$ cat config.mk
export PLATFORM = sky130hd
export DESIGN_NAME = dmem_arbiter_flat
export DESIGN_NICKNAME = d
export VERILOG_FILES = /design/src/rtl/dmem_arbiter_pkg.sv /design/src/rtl/dmem_arbiter_if.sv /design/src/rtl/dmem_arbiter_rr_arb2.sv /design/src/rtl/dmem_arbiter.sv /design/src/flat_wrapper.sv
export SDC_FILE = /design/constraint.sdc
export NUM_CORES = 1
export LEC_CHECK = 0
export ABC_CLOCK_PERIOD_IN_PS = 4300
export CORE_UTILIZATION = 35
export CTS_CLUSTER_SIZE = 28
export DETAILED_ROUTE_END_ITERATION = 16
export PLACE_DENSITY = 0.75
export SLEW_MARGIN = 20
export SYNTH_ARGS = -nofsm -noshare
export SYNTH_HDL_FRONTEND = slang
export SYNTH_SLANG_ARGS = --single-unit
$ cat constraint.sdc
create_clock -name clk_i -period 4.3 [get_ports clk_i]
set_input_delay 0.86 -clock clk_i [delete_from_list [all_inputs] [get_ports clk_i]]
set_output_delay 0.86 -clock clk_i [all_outputs]
set_load 0.02 [all_outputs]
$ cat src/rtl/dmem_arbiter_pkg.sv
// Shared definitions for the data-memory arbiter: port ids, counter width,
// response-stage record and the address legality check.
package dmem_arbiter_pkg;

  localparam int unsigned DATA_W = 32;
  localparam int unsigned STAT_W = 16;

  // Requester identity carried down the pipeline with each access.
  typedef enum logic {
    PORT_CPU = 1'b0,
    PORT_DMA = 1'b1
  } port_e;

  // Response stage contents.
  typedef struct packed {
    logic              valid;
    port_e             port;
    logic              err;
    logic [DATA_W-1:0] rdata;
  } rsp_stage_t;

  // Misaligned or past-the-end byte address. Callers zero-extend the address to
  // 64 bits so the range compare cannot wrap for any address width up to 64.
  function automatic logic addr_err(input logic [63:0] addr, input logic [63:0] limit);
    return (addr[1:0] != 2'b00) || (addr >= limit);
  endfunction

endpackage

$ cat src/rtl/dmem_arbiter_if.sv
// Bus bundle for the data-memory arbiter: two request/response ports plus the
// single memory port. 'slave' is the arbiter view; 'master' is the view of the
// requesters and the memory.
interface dmem_arbiter_if #(
  parameter int unsigned ADDR_W = 32
);

  // Port 0 (CPU MEM stage)
  logic              req0_valid_i;
  logic              req0_we_i;
  logic [ADDR_W-1:0] req0_addr_i;
  logic [31:0]       req0_wdata_i;
  logic              req0_ready_o;
  logic              rsp0_valid_o;
  logic              rsp0_err_o;
  logic [31:0]       rsp0_rdata_o;

  // Port 1 (DMA / debug loader)
  logic              req1_valid_i;
  logic              req1_we_i;
  logic [ADDR_W-1:0] req1_addr_i;
  logic [31:0]       req1_wdata_i;
  logic              req1_ready_o;
  logic              rsp1_valid_o;
  logic              rsp1_err_o;
  logic [31:0]       rsp1_rdata_o;

  // Memory port
  logic [ADDR_W-1:0] mem_addr_o;
  logic              mem_read_o;
  logic              mem_write_o;
  logic [31:0]       mem_wdata_o;
  logic [31:0]       mem_rdata_i;

  modport slave (
    input  req0_valid_i, req0_we_i, req0_addr_i, req0_wdata_i,
    output req0_ready_o, rsp0_valid_o, rsp0_err_o, rsp0_rdata_o,
    input  req1_valid_i, req1_we_i, req1_addr_i, req1_wdata_i,
    output req1_ready_o, rsp1_valid_o, rsp1_err_o, rsp1_rdata_o,
    output mem_addr_o, mem_read_o, mem_write_o, mem_wdata_o,
    input  mem_rdata_i
  );

  modport master (
    output req0_valid_i, req0_we_i, req0_addr_i, req0_wdata_i,
    input  req0_ready_o, rsp0_valid_o, rsp0_err_o, rsp0_rdata_o,
    output req1_valid_i, req1_we_i, req1_addr_i, req1_wdata_i,
    input  req1_ready_o, rsp1_valid_o, rsp1_err_o, rsp1_rdata_o,
    input  mem_addr_o, mem_read_o, mem_write_o, mem_wdata_o,
    output mem_rdata_i
  );

endinterface

$ cat src/rtl/dmem_arbiter_rr_arb2.sv
// Two-input round-robin grant with its priority pointer. The pointer names the
// port that wins a tie; after every grant it moves to the port that did not win.
module rr_arb2 (
  input  logic       clk_i,
  input  logic       rst_i,
  input  logic [1:0] valid_i,
  output logic [1:0] grant_o,
  input  logic       advance_i
);

  logic r_ptr;  // 0: port 0 wins a tie, 1: port 1 wins a tie

  // One-hot grant: a lone requester always wins, a tie goes to the pointer.
  always_comb begin
    grant_o = valid_i;
    if (valid_i == 2'b11) begin
      grant_o = r_ptr ? 2'b10 : 2'b01;
    end
  end

  // Pointer update: favour the loser of this grant next time.
  always_ff @(posedge clk_i or posedge rst_i) begin
    if (rst_i) begin
      r_ptr <= 1'b0;
    end else if (advance_i) begin
      r_ptr <= grant_o[0];
    end
  end

endmodule

$ cat src/rtl/dmem_arbiter.sv
// Two-port round-robin arbiter and sequencer for the shared data memory.
// Accepted requests go to stage C (drives the memory port for one cycle), then
// to stage R (one-cycle response pulse on the owning port). Misaligned or
// out-of-range accesses never reach memory and get an error response.
// Optional build macro DMEM_ARB_STATS_EN adds saturating per-port accept counters.
module dmem_arbiter
  import dmem_arbiter_pkg::*;
#(
  parameter int unsigned MEM_WORDS = 32,
  parameter int unsigned ADDR_W    = 32
) (
  input  logic                clk_i,
  input  logic                rst_i,
  dmem_arbiter_if.slave       bus
`ifdef DMEM_ARB_STATS_EN
  ,
  output logic [STAT_W-1:0]   stat0_cnt_o,
  output logic [STAT_W-1:0]   stat1_cnt_o
`endif
);

  // First illegal byte address; computed in 64 bits so it never wraps.
  localparam logic [63:0] MEM_LIMIT = 64'(MEM_WORDS) * 64'd4;

  logic [1:0]        w_valid;
  logic [1:0]        w_grant;
  logic              w_accept;
  port_e             w_sel_port;
  logic              w_sel_we;
  logic [ADDR_W-1:0] w_sel_addr;
  logic [31:0]       w_sel_wdata;
  logic              w_sel_err;

  logic              r_c_valid;
  port_e             r_c_port;
  logic              r_c_we;
  logic              r_c_err;
  logic [ADDR_W-1:0] r_c_addr;
  logic [31:0]       r_c_wdata;
  logic              w_c_live;

  rsp_stage_t        r_r;
  logic              w_r_own0;
  logic              w_r_own1;

  assign w_valid  = {bus.req1_valid_i, bus.req0_valid_i};
  assign w_accept = |w_grant;

  rr_arb2 u_rr_arb2 (
    .clk_i     (clk_i),
    .rst_i     (rst_i),
    .valid_i   (w_valid),
    .grant_o   (w_grant),
    .advance_i (w_accept)
  );

  assign bus.req0_ready_o = w_grant[0];
  assign bus.req1_ready_o = w_grant[1];

  // Select the granted request and run the legality check on it.
  always_comb begin
    w_sel_port  = PORT_CPU;
    w_sel_we    = bus.req0_we_i;
    w_sel_addr  = bus.req0_addr_i;
    w_sel_wdata = bus.req0_wdata_i;
    if (w_grant[1]) begin
      w_sel_port  = PORT_DMA;
      w_sel_we    = bus.req1_we_i;
      w_sel_addr  = bus.req1_addr_i;
      w_sel_wdata = bus.req1_wdata_i;
    end
    w_sel_err = addr_err(64'(w_sel_addr), MEM_LIMIT);
  end

  // Stage C: register the accepted request; payload only loads on accept.
  always_ff @(posedge clk_i or posedge rst_i) begin
    if (rst_i) begin
      r_c_valid <= 1'b0;
      r_c_port  <= PORT_CPU;
      r_c_we    <= 1'b0;
      r_c_err   <= 1'b0;
      r_c_addr  <= '0;
      r_c_wdata <= '0;
    end else begin
      r_c_valid <= w_accept;
      if (w_accept) begin
        r_c_port  <= w_sel_port;
        r_c_we    <= w_sel_we;
        r_c_err   <= w_sel_err;
        r_c_addr  <= w_sel_addr;
        r_c_wdata <= w_sel_wdata;
      end
    end
  end

  // Memory port is quiet (all zero) unless stage C holds a legal access. Reset
  // clears stage C asynchronously, so a write in flight drops before it commits.
  assign w_c_live        = r_c_valid & ~r_c_err;
  assign bus.mem_read_o  = w_c_live & ~r_c_we;
  assign bus.mem_write_o = w_c_live & r_c_we;
  assign bus.mem_addr_o  = w_c_live ? r_c_addr : '0;
  assign bus.mem_wdata_o = w_c_live ? r_c_wdata : '0;

  // Stage R: capture read data at the end of the memory cycle; writes and
  // errors return zero data.
  always_ff @(posedge clk_i or posedge rst_i) begin
    if (rst_i) begin
      r_r <= '0;
    end else begin
      r_r.valid <= r_c_valid;
      r_r.port  <= r_c_port;
      r_r.err   <= r_c_err;
      r_r.rdata <= bus.mem_read_o ? bus.mem_rdata_i : '0;
    end
  end

  assign w_r_own0 = r_r.valid & (r_r.port == PORT_CPU);
  assign w_r_own1 = r_r.valid & (r_r.port == PORT_DMA);

  assign bus.rsp0_valid_o = w_r_own0;
  assign bus.rsp0_err_o   = w_r_own0 & r_r.err;
  assign bus.rsp0_rdata_o = w_r_own0 ? r_r.rdata : '0;
  assign bus.rsp1_valid_o = w_r_own1;
  assign bus.rsp1_err_o   = w_r_own1 & r_r.err;
  assign bus.rsp1_rdata_o = w_r_own1 ? r_r.rdata : '0;

`ifdef DMEM_ARB_STATS_EN
  logic [STAT_W-1:0] r_stat0;
  logic [STAT_W-1:0] r_stat1;

  // Saturating accept counters; errored accepts count as well.
  always_ff @(posedge clk_i or posedge rst_i) begin
    if (rst_i) begin
      r_stat0 <= '0;
      r_stat1 <= '0;
    end else begin
      if (w_grant[0] && (r_stat0 != '1)) begin
        r_stat0 <= r_stat0 + STAT_W'(1);
      end
      if (w_grant[1] && (r_stat1 != '1)) begin
        r_stat1 <= r_stat1 + STAT_W'(1);
      end
    end
  end

  assign stat0_cnt_o = r_stat0;
  assign stat1_cnt_o = r_stat1;
`endif

endmodule
$ cat src/flat_wrapper.sv
// flat-port wrapper written by rule: the top's interface ports become plain ports
module dmem_arbiter_flat import dmem_arbiter_pkg::*;
#(
  parameter int unsigned MEM_WORDS = 32,
  parameter int unsigned ADDR_W    = 32
)
  (clk_i, rst_i, bus_req0_valid_i, bus_req0_we_i, bus_req0_addr_i, bus_req0_wdata_i, bus_req0_ready_o, bus_rsp0_valid_o, bus_rsp0_err_o, bus_rsp0_rdata_o, bus_req1_valid_i, bus_req1_we_i, bus_req1_addr_i, bus_req1_wdata_i, bus_req1_ready_o, bus_rsp1_valid_o, bus_rsp1_err_o, bus_rsp1_rdata_o, bus_mem_addr_o, bus_mem_read_o, bus_mem_write_o, bus_mem_wdata_o, bus_mem_rdata_i);
  dmem_arbiter_if #(.ADDR_W(ADDR_W)) bus_i ();
  input  logic clk_i;
  input  logic rst_i;
  input wire logic [$bits(bus_i.req0_valid_i)-1:0] bus_req0_valid_i;
  input wire logic [$bits(bus_i.req0_we_i)-1:0] bus_req0_we_i;
  input wire logic [$bits(bus_i.req0_addr_i)-1:0] bus_req0_addr_i;
  input wire logic [$bits(bus_i.req0_wdata_i)-1:0] bus_req0_wdata_i;
  output wire logic [$bits(bus_i.req0_ready_o)-1:0] bus_req0_ready_o;
  output wire logic [$bits(bus_i.rsp0_valid_o)-1:0] bus_rsp0_valid_o;
  output wire logic [$bits(bus_i.rsp0_err_o)-1:0] bus_rsp0_err_o;
  output wire logic [$bits(bus_i.rsp0_rdata_o)-1:0] bus_rsp0_rdata_o;
  input wire logic [$bits(bus_i.req1_valid_i)-1:0] bus_req1_valid_i;
  input wire logic [$bits(bus_i.req1_we_i)-1:0] bus_req1_we_i;
  input wire logic [$bits(bus_i.req1_addr_i)-1:0] bus_req1_addr_i;
  input wire logic [$bits(bus_i.req1_wdata_i)-1:0] bus_req1_wdata_i;
  output wire logic [$bits(bus_i.req1_ready_o)-1:0] bus_req1_ready_o;
  output wire logic [$bits(bus_i.rsp1_valid_o)-1:0] bus_rsp1_valid_o;
  output wire logic [$bits(bus_i.rsp1_err_o)-1:0] bus_rsp1_err_o;
  output wire logic [$bits(bus_i.rsp1_rdata_o)-1:0] bus_rsp1_rdata_o;
  output wire logic [$bits(bus_i.mem_addr_o)-1:0] bus_mem_addr_o;
  output wire logic [$bits(bus_i.mem_read_o)-1:0] bus_mem_read_o;
  output wire logic [$bits(bus_i.mem_write_o)-1:0] bus_mem_write_o;
  output wire logic [$bits(bus_i.mem_wdata_o)-1:0] bus_mem_wdata_o;
  input wire logic [$bits(bus_i.mem_rdata_i)-1:0] bus_mem_rdata_i;
  assign bus_i.req0_valid_i = bus_req0_valid_i;
  assign bus_i.req0_we_i = bus_req0_we_i;
  assign bus_i.req0_addr_i = bus_req0_addr_i;
  assign bus_i.req0_wdata_i = bus_req0_wdata_i;
  assign bus_req0_ready_o = bus_i.req0_ready_o;
  assign bus_rsp0_valid_o = bus_i.rsp0_valid_o;
  assign bus_rsp0_err_o = bus_i.rsp0_err_o;
  assign bus_rsp0_rdata_o = bus_i.rsp0_rdata_o;
  assign bus_i.req1_valid_i = bus_req1_valid_i;
  assign bus_i.req1_we_i = bus_req1_we_i;
  assign bus_i.req1_addr_i = bus_req1_addr_i;
  assign bus_i.req1_wdata_i = bus_req1_wdata_i;
  assign bus_req1_ready_o = bus_i.req1_ready_o;
  assign bus_rsp1_valid_o = bus_i.rsp1_valid_o;
  assign bus_rsp1_err_o = bus_i.rsp1_err_o;
  assign bus_rsp1_rdata_o = bus_i.rsp1_rdata_o;
  assign bus_mem_addr_o = bus_i.mem_addr_o;
  assign bus_mem_read_o = bus_i.mem_read_o;
  assign bus_mem_write_o = bus_i.mem_write_o;
  assign bus_mem_wdata_o = bus_i.mem_wdata_o;
  assign bus_i.mem_rdata_i = bus_mem_rdata_i;
  dmem_arbiter #(.MEM_WORDS(MEM_WORDS), .ADDR_W(ADDR_W)) u_core (.clk_i(clk_i), .rst_i(rst_i), .bus(bus_i));
endmodule
==> key figures, run 1 <==
Status
  – Status: finished, final reports clean

Layout
  – Filler cells: roughly 1.2k
  – Layout cells sized above 1: 0.03271
  – Synth-to-layout area growth: 65.48%
  – Post-Layout Cell Count: between 1k and 1.5k
  – Post-Layout Inst Area: 0.008474 mm2
  – Total Nets Final: 1018
  – Number of diodes: 0
  – Register Area: 0.002603 mm2
  – Commonest non-fill, non-tap cell in the layout: clkdlybuf4s50_1
  – Most frequent cells in the layout: 301 x clkdlybuf4s50_1, 131 x and2_1, 104 x dfrtp_1
  – Multi-input logic area: 0.002268 mm2

STA
  – Fin. max-slew vios: 0
  – Slew @ Worst Pin: 0.8067 ns
  – Max_slew headroom: 0.4622
  – RSZ-0062 raised after global routing: no
  – Highest Clock Rate: between 200 and 300 MHz
  – Final worst-path cycle share: 0.8387
  – Final WS setup: between 0.6 and 0.7 ns
  – Post-layout min period: 3.606 ns
  – Setup TNS: 0 ns
  – Setup violations, final: 0
  – Final hold vios: 0
  – Clock Skews: 0.006337 ns

Placed design
  – Port bufs: 301
  – Final HPWL DP: around 13 mm
  – Post-place setup slack: 1.064 ns
  – Area after DPL: 0.008207 mm2
  – Placed insts: 1021
  – Final GP Congestion: 0.8627

Yosys
  – Top cell type by total area after synthesis: dfrtp_1
  – Netlist cell types: 27
  – #FFs+latches synth: 104
  – Average instance area after synthesis: 8.922 um2
  – Leading post-synthesis cells by cell area: dfrtp_1 51%, and2_1 16%, nor2_1 7.0%
  – Netlist Area Pre-Place: 0.005121 mm2
  – Post-synth net total: 740
  – Syn Inst Count: 574
  – Top-area cell type share of the netlist area: 0.5082
  – Seq/Total Area, Yosys: 0.5082
  – YS warnings: 0

GRT
  – Largest net degree at the start of global routing: 65
  – Total grt overflow: 0
  – Initial antenna violation count: 0
  – Number of global-route vias before repair: 4939
  – Tot GR Track Use: 0.2168
  – First-pass GRT wire length: 24.74 mm

Routing
  – DR vias: 5058
  – Router iterations before antenna repair: 6
  – DR DRC count: 0
  – Final wirelength: between 15 and 20 mm
  – 1st-iter DRT viols: 213
  – Final ANT Viol Nets: 0
  – Via/cell ratio: about 4.9
  – DR WL/cell: 15.84 um

Setup path
  – Critical path peak fanout: 35
  – Worst EP required: ~3.4 ns
  – Internal reg-to-reg setup slack: 2.66 ns
  – Worst reg2reg path startpoint: u_core.r_c_err
  – CP endpoint: bus_rsp0_rdata_o[2]
  – Worst setup EP type: primary output
  – Critical path type: reg2out
  – Worst flop-to-flop path endpoint: u_core.r_r[7]
  – Critical Path Source Type: flop
  – R2R cell count: 4
  – Crit path arrival time: 2.75 ns
  – Crit path from: u_core.r_r[34]

Clock tree
  – Worst-Skew Late Latency: 0.34 ns
  – Worst-path clk slew: 0.06 ns
  – TritonCTS sink count: 104
  – # H-tree levels: 3
  – Clk buf depth: 2
  – CTS tree: built
  – Total CTS buffers: 9
  – Root buf cell: clkbuf_16
  – Cts-stage hold buffer count: 0
  – Post-CTS Setup Inserts: 0
  – Post-cts resize count: 0

Hold path
  – Worst hold path depth: 0
  – Hold WC Path Type: reg2reg

Floorplanning
  – Initial core utilization: 0.3633
  – Row Count: 43
  – I/O pin total: roughly 300
  – Total Die Area: roughly 0.015 mm2
  – Die height: 123.0 um
  – Die width: around 120 um
  – CORE AREA: between 0.01 and 0.015 mm2

Pwr
  – Combinational share of power: 0.227
  – VDD IR max: 157.8 uV
  – Switch share: 0.2671
  – Switching power: 0.6496 mW
  – Sequential power share: 0.462
  – Pleak: between 3 and 4 nW
  – Clock power share: 0.311
  – Pwr dens: roughly 290 mW/mm2
  – Int Pwr: 1.782 mW

Run
  – # Max-Cap Violations: 0
-- worst max-delay path, cell delays in order (launching register included) --
cell and delay (ns):
dfrtp_1 0.85, and2b_1 0.72, and2_1 0.23, clkdlybuf4s50_1 0.61
-- Yosys cell counts (all sizes together) --
library cell	count
a21boi	1
a21o	1
a31oi	32
and2	131
and2b	2
and3	33
buf	19
clkbuf	23
dfrtp	104
inv	6
mux2i	2
nand2	71
nand4	2
nor2	95
nor2b	1
nor4	14
o21ai	1
o221a	2
o22ai	31
o31ai	1
or3	2
-- cell type report --
| type | instances | share of cell area |
|---|---|---|
| Inverter | 6 | 0.002953 |
| Timing Repair Buffer | 309 | 0.3641 |
| Sequential cell | 104 | 0.3071 |
| Clock buffer | 15 | 0.03160 |
| Tap cell | 180 | 0.02658 |
| Multi-Input combinational cell | 422 | 0.2677 |
-- metal layers --
layer	GRT usage	share of wire	up-vias
li1	-	-	2463
met1	0.2421	0.39	2331
met2	0.3880	0.50	229
met3	0.05397	0.079	35
met4	0.09680	0.032	0
met5	0	0	-
-- state kept, by name, indices dropped and copies added, names as in the netlist --
name / count
u_core.r_c_wdata: 32
u_core.u_rr_arb2.r_ptr: 1
u_core.r_c_port: 1
u_core.r_r: 35
u_core.r_c_err: 1
u_core.r_c_we: 1
u_core.r_c_addr: 32
u_core.r_c_valid: 1
-- worst min path at each step --
| stage | from | to | slack, ns |
|---|---|---|---|
| CTS | u_core.r_c_valid | u_core.r_r[34] | 0.38 |
| global placement | u_core.r_c_valid | u_core.r_r[34] | 0.36 |
| detailed placement | u_core.r_c_valid | u_core.r_r[34] | 0.36 |
| floorplan | u_core.r_c_valid | u_core.r_r[34] | 0.35 |
| finish | u_core.r_c_valid | u_core.r_r[34] | 0.37 |
| global route | u_core.r_c_valid | u_core.r_r[34] | 0.38 |
-- power by group through the flow --
| stage | sequential, mW | clock (mW) | combinational [mW] |
|---|---|---|---|
| CTS | 1.12 | 0.776 | 0.558 |
| finish | 1.12 | 0.757 | 0.552 |
| global route | 1.14 | 0.817 | 0.599 |
| floorplan | 1.11 | 0 | 0.279 |
| global placement | 1.13 | 0 | 0.545 |
| detailed placement | 1.14 | 0 | 0.556 |
-- kinds of logic (layout without fill, tap and decap cells) --
logic type	Yosys count	count (layout)	share of synthesized area
AOI/OAI and AO/OA	69	69	0.08747
buffers and inverters	48	330	0.05179
DFF	104	104	0.5082
muxes	2	2	0.003909
and+or+nand+nor	351	351	0.3486
-- stage by stage --
step                hold slack, ns  total power [mW]    util
floorplan                   0.3465             1.393       -
global placement            0.3586             1.679  0.5822
detailed placement          0.3617             1.698  0.5822
CTS                         0.3756             2.458  0.6012
global route                0.3798             2.552  0.6012
finish                      0.3721             2.432  0.6012
Power figures use the tool's default switching activity.
==> run 2: changes to the inputs <==
--- a/config.mk
+++ b/config.mk
@@ -5,7 +5,7 @@
 export SDC_FILE = /design/constraint.sdc
 export NUM_CORES = 1
 export LEC_CHECK = 0
-export ABC_CLOCK_PERIOD_IN_PS = 4300
+export ABC_CLOCK_PERIOD_IN_PS = 3600
 export CORE_UTILIZATION = 35
 export CTS_CLUSTER_SIZE = 28
 export DETAILED_ROUTE_END_ITERATION = 16
==> constraint.sdc (replaced) <==
create_clock -name clk_i -period 3.6 [get_ports clk_i]
set_input_delay 0.72 -clock clk_i [delete_from_list [all_inputs] [get_ports clk_i]]
set_output_delay 0.72 -clock clk_i [all_outputs]
set_load 0.02 [all_outputs]
==> run 2 against run 1 <==
Final area rose by 0.25%. Via count grew 0.26%. Clock skew increased by 0.0013 ns. First-iteration DRC count rose by 5.2%. Clock-buffer cell count decreased by 3. Clock power up 18%. Utilization increased by 0.15 points. Die area is the same. Final cell count unchanged. Combinational power is 23% higher. Largest power group unchanged.
==> key figures, run 2 (synthesis gave the netlist of run 1 again) <==
STA
  – Final hold vios: 0
  – Max_slew headroom: 0.4790
  – Clock Skews: between 0.007 and 0.008 ns
  – RSZ-0062 raised after global routing: no
  – Fin. max-slew vios: 0
  – Slew @ Worst Pin: 0.7816 ns
  – Post-layout min period: roughly 3 ns
  – Setup violations, final: 0
  – Highest Clock Rate: ~340 MHz
  – Setup TNS: 0 ns
  – Final WS setup: approximately 0.63 ns
  – Final worst-path cycle share: 0.8253

Pwr
  – Clock power share: 0.309
  – Switching power: 0.7786 mW
  – Int Pwr: ~2.1 mW
  – VDD IR max: 194.7 uV
  – Combinational share of power: 0.233
  – Design Power: approximately 2.9 mW
  – Pwr dens: between 300 and 400 mW/mm2
  – Switch share: 0.2683
  – Sequential power share: 0.458
  – Pleak: ~3.7 nW

Clock tree
  – Worst-Skew Late Latency: 0.34 ns
  – TritonCTS sink count: 104
  – Post-CTS Setup Inserts: 0
  – CTS tree: built
  – # H-tree levels: 3
  – Post-cts resize count: 0
  – Cts-stage hold buffer count: 0
  – Clk buf depth: 2
  – Root buf cell: clkbuf_16
  – Total CTS buffers: 9
  – Worst-path clk slew: around 0.070 ns

Run
  – # Max-Cap Violations: 0

Layout
  – Biggest register: u_core.r_r
  – Most frequent cells in the layout: 301 x clkdlybuf4s50_1, 131 x and2_1, 104 x dfrtp_1
  – Fin util: 0.6027
  – Number of diodes: 0
  – Total Nets Final: 1020
  – Biggest registers after layout: u_core.r_r: 35 flops, u_core.r_c_addr: 32 flops, u_core.r_c_wdata: 32 flops
  – Synth-to-layout area growth: 65.89%
  – Layout cells sized above 1: 0.03621
  – Largest register FFs: 35
  – Commonest non-fill, non-tap cell in the layout: clkdlybuf4s50_1

Routing
  – DR vias: 5071
  – Final ANT Viol Nets: 0
  – Final wirelength: 16.40 mm
  – DR DRC count: 0
  – Via/cell ratio: 4.895
  – 1st-iter DRT viols: 224
  – Router iterations before antenna repair: 4
  – DR WL/cell: 15.83 um

Placed design
  – Final GP Congestion: roughly 0.84
  – Final HPWL DP: 12.52 mm
  – Port bufs: 301
  – Post-place setup slack: 0.6553 ns

Setup path
  – Critical path peak fanout: 46
  – Worst EP required: 2.88 ns
  – CP max stage delay: 0.64 ns
  – Critical Path Source Type: flop
  – Internal reg-to-reg setup slack: around 2.0 ns
  – Worst setup EP type: primary output
  – Worst flop-to-flop path endpoint: u_core.r_c_err
  – R2R cell count: 4
  – CP Cell Sequence: nor2b_4, buf_12, and2_1, clkdlybuf4s50_1
  – Critical path type: reg2out
  – CP max stage cell: clkdlybuf4s50_1
  – Crit path arrival time: 2.25 ns
  – Worst reg2reg path startpoint: u_core.u_rr_arb2.r_ptr

Hold path
  – Worst hold start: u_core.r_c_valid
  – WHS Endpoint: u_core.r_r[34]
  – Hold WC Path Type: reg2reg
  – Worst hold path depth: 0

Floorplanning
  – Total Die Area: approximately 0.015 mm2
  – I/O pin total: 302
  – Initial core utilization: 0.3633
  – CORE AREA: 0.01410 mm2
  – Die height: 123.0 um
  – Die width: 123.0 um
  – Row Count: 43

Status
  – Status: finished, final reports clean

GRT
  – First-pass GRT wire length: 24.78 mm
  – Number of global-route vias before repair: between 4k and 5k
  – Initial antenna violation count: 0
  – Tot GR Track Use: 0.2152
  – Largest net degree at the start of global routing: 65
  – Total grt overflow: 0
==> run 2: layout make-up <==
type                    instances  area, um2
repair buffers                311       3113
clock inverters                 1      5.005
inverters                       6      25.02
clock buffers                  12      256.5
well taps                     180      225.2
fillers                      1236       5600
multi-input cells             422       2268
flip-flops and latches        104       2603
==> run 2: through the flow <==
step / hold slack, ns / std cells / cell area (um2)
after floorplan: 0.3465 / 574 / 5121
after global placement: 0.3670 / 1023 / 8234
after detailed placement: 0.3650 / 1023 / 8234
after CTS: 0.3786 / 1036 / 8496
after global routing: 0.4013 / 1036 / 8496
final: 0.3787 / 1036 / 8496
==> run 2: power by group through the flow <==
stage	clock (mW)	sequential [mW]	combinational, mW
floorplan	0	1.33	0.333
detailed placement	0	1.35	0.682
CTS	0.920	1.33	0.685
global route	0.964	1.34	0.734
finish	0.897	1.33	0.677
global placement	0	1.34	0.669
==> run 2: worst max-delay path by stage <==
stage / startpoint / to / slack (ns)
3_3_place_gp: bus_req1_valid_i / bus_req0_ready_o / 0.69
2_1_floorplan: rst_i / u_core.r_c_addr[0] / 0.15
4_1_cts: u_core.r_c_err / bus_mem_wdata_o[31] / 0.59
6_report: u_core.r_c_err / bus_mem_wdata_o[31] / 0.63
3_5_place_dp: bus_req1_valid_i / bus_req0_ready_o / 0.66
5_1_grt: u_core.r_c_err / bus_mem_wdata_o[3] / 0.49
==> run 2: critical path, delay by kind of cell, from the launching register on <==
family / cells / cell delay [ns]
buf+inv: 2 / 0.88
simple gates: 2 / 0.55
flops: 1 / 0.45
==> run 2: metal layers <==
layer  track usage  vias to the layer above  wire length, um
met5             0                        -                0
met3       0.04336                       27             1097
met4       0.08765                        0              463
met2        0.3982                      211             8447
li1              -                     2459                -
met1        0.2391                     2374             6395
==> run 3: changes to the inputs <==
--- a/config.mk
+++ b/config.mk
@@ -5,11 +5,11 @@
 export SDC_FILE = /design/constraint.sdc
 export NUM_CORES = 1
 export LEC_CHECK = 0
-export ABC_CLOCK_PERIOD_IN_PS = 3600
-export CORE_UTILIZATION = 35
+export ABC_CLOCK_PERIOD_IN_PS = 2400
+export CORE_UTILIZATION = 34
 export CTS_CLUSTER_SIZE = 28
 export DETAILED_ROUTE_END_ITERATION = 16
-export PLACE_DENSITY = 0.75
+export PLACE_DENSITY = 0.77
 export SLEW_MARGIN = 20
 export SYNTH_ARGS = -nofsm -noshare
 export SYNTH_HDL_FRONTEND = slang
==> constraint.sdc (replaced) <==
create_clock -name clk_i -period 2.4 [get_ports clk_i]
set_input_delay 0.48 -clock clk_i [delete_from_list [all_inputs] [get_ports clk_i]]
set_output_delay 0.48 -clock clk_i [all_outputs]
set_load 0.02 [all_outputs]
==> run 3 against run 2 <==
Final cell count is 1.3% higher. Clock-buffer cell count grew 1. Flip-flop and latch count stayed put. Final area hardly changed. Sequential power up 49%.
==> key figures, run 3 (synthesis gave the netlist of run 1 again) <==
STA
  – RSZ-0062 raised after global routing: yes
  – Clock Skews: 0.006302 ns
  – Final hold vios: 0
  – Highest Clock Rate: 433.1 MHz
  – Max_slew headroom: 0.5394
  – Fin. max-slew vios: 0
  – Hold Slack: 0.3769 ns
  – Setup TNS: 0 ns
  – Final WS setup: between 0.09 and 0.1 ns
  – Final worst-path cycle share: 0.9621
  – Slew @ Worst Pin: 0.6909 ns
  – Post-layout min period: 2.309 ns
  – Setup violations, final: 0

GRT
  – Number of global-route vias before repair: 4917
  – Tot GR Track Use: 0.2121
  – Largest net degree at the start of global routing: 105
  – Total grt overflow: 0
  – First-pass GRT wire length: 26.11 mm
  – Initial antenna violation count: 0

Layout
  – Largest register FFs: 35
  – Biggest registers after layout: u_core.r_r: 35 flops, u_core.r_c_addr: 32 flops, u_core.r_c_wdata: 32 flops
  – Biggest register: u_core.r_r
  – Most frequent cells in the layout: 206 x clkdlybuf4s50_1, 131 x and2_1, 104 x dfrtp_1
  – Synth-to-layout area growth: 65.99%
  – Layout cells sized above 1: 0.04624
  – Number of diodes: 0
  – Commonest non-fill, non-tap cell in the layout: clkdlybuf4s50_1
  – Total Nets Final: between 1k and 1.5k

Clock tree
  – Cts-stage hold buffer count: 0
  – CTS tree: built
  – Root buf cell: clkbuf_16
  – TritonCTS sink count: 104
  – Worst-Skew Late Latency: approximately 0.34 ns
  – # H-tree levels: 3
  – Clk buf depth: 2
  – Worst-path clk slew: 0.06 ns
  – Total CTS buffers: 9

Routing
  – Final wirelength: around 16 mm
  – Router iterations before antenna repair: 4
  – DR WL/cell: approximately 15 um
  – Final ANT Viol Nets: 0
  – 1st-iter DRT viols: 294
  – DR DRC count: 0
  – DR vias: 5085
  – Via/cell ratio: 4.847

Hold path
  – Hold WC Path Type: reg2reg

Pwr
  – Pwr dens: 524.3 mW/mm2
  – VDD IR max: 331.3 uV
  – Design Power: roughly 4.5 mW
  – Pleak: 4.141 nW

Placed design
  – Final GP Congestion: ~0.84
  – Post-place setup slack: 0.02378 ns
  – Port bufs: 301
  – Final HPWL DP: 11.92 mm

Floorplanning
  – Die height: 124.7 um
  – Initial core utilization: 0.3510
  – Die width: between 100 and 150 um
  – CORE AREA: ~0.015 mm2
  – Row Count: 44
  – I/O pin total: 302
  – Total Die Area: 0.01556 mm2

Setup path
  – Critical path peak fanout: 13
  – Worst EP required: approximately 1.9 ns
  – Crit path arrival time: 1.83 ns
  – CP Cell Sequence: and2b_2, buf_4, clkdlybuf4s50_1
  – Critical path type: reg2out
  – Critical Path Source Type: flop
  – Worst setup EP type: primary output
  – CP max stage cell: clkdlybuf4s50_1
  – CP max stage delay: 0.61 ns

Run
  – # Max-Cap Violations: 0

Status
  – Status: finished, final reports clean
run 3: layout make-up:
| class | count | area [um2] |
|---|---|---|
| clock buffers | 13 | 260.3 |
| clock inverters | 3 | 40.04 |
| fillers | 1393 | 6088 |
| inverters | 6 | 26.28 |
| multi-input cells | 422 | 2270 |
| flip-flops and latches | 104 | 2603 |
| well taps | 184 | 230.2 |
| repair buffers | 317 | 3072 |
run 3: path summary, 6_finish.rpt:
check	slack [ns]	depth (start not counted)	endpoint	start
setup / recovery	0.09	3	bus_rsp0_valid_o	u_core.r_r[33]
hold reg to reg	0.38	0	u_core.r_r[34]	u_core.r_c_valid
setup reg to reg	0.78	4	u_core.r_c_err	u_core.u_rr_arb2.r_ptr
min in group asynchronous	0.61	3	u_core.r_r[17]	rst_i
hold / removal	0.38	0	u_core.r_r[34]	u_core.r_c_valid
max in group asynchronous	1.29	3	u_core.r_r[8]	rst_i
run 3: routing by layer:
layer  routed length [um]  global-route usage  up-vias  share of wire
met3                 1073             0.04338       27          0.066
met5                    0                   0        -              0
li1                     -                   -     2479              -
met2                 8153              0.3676      223           0.50
met1                 6603              0.2530     2356           0.41
met4                  383             0.09213        0          0.024
run 3: worst max-delay path, delay by kind of cell, from the launching register on:
kind                   cells  cell delay, ns
buffers and inverters      2            0.80
flip-flops                 1            0.39
AND/OR/NAND/NOR            1            0.31
run 3: power breakdown:
part           switching, mW  internal [mW]
Sequential            0.0744           1.91
Clock                  0.628          0.864
Combinational          0.477          0.503
run 3: stage by stage:
stage | area (um2) | cells | utilization
final | 8501 | 1049 | 0.5827
after detailed placement | 8310 | 1033 | 0.5696
after global placement | 8310 | 1033 | 0.5696
after CTS | 8496 | 1049 | 0.5823
after global routing | 8501 | 1049 | 0.5827
after floorplan | 5125 | 574 | -
run 3: repair_timing:
action,4_1_cts,5_1_grt
setup buffers,0,0
hold endpoints to repair,0,0
pin swaps,0,0
gates resized for setup,94,2
setup endpoints to repair,95,3
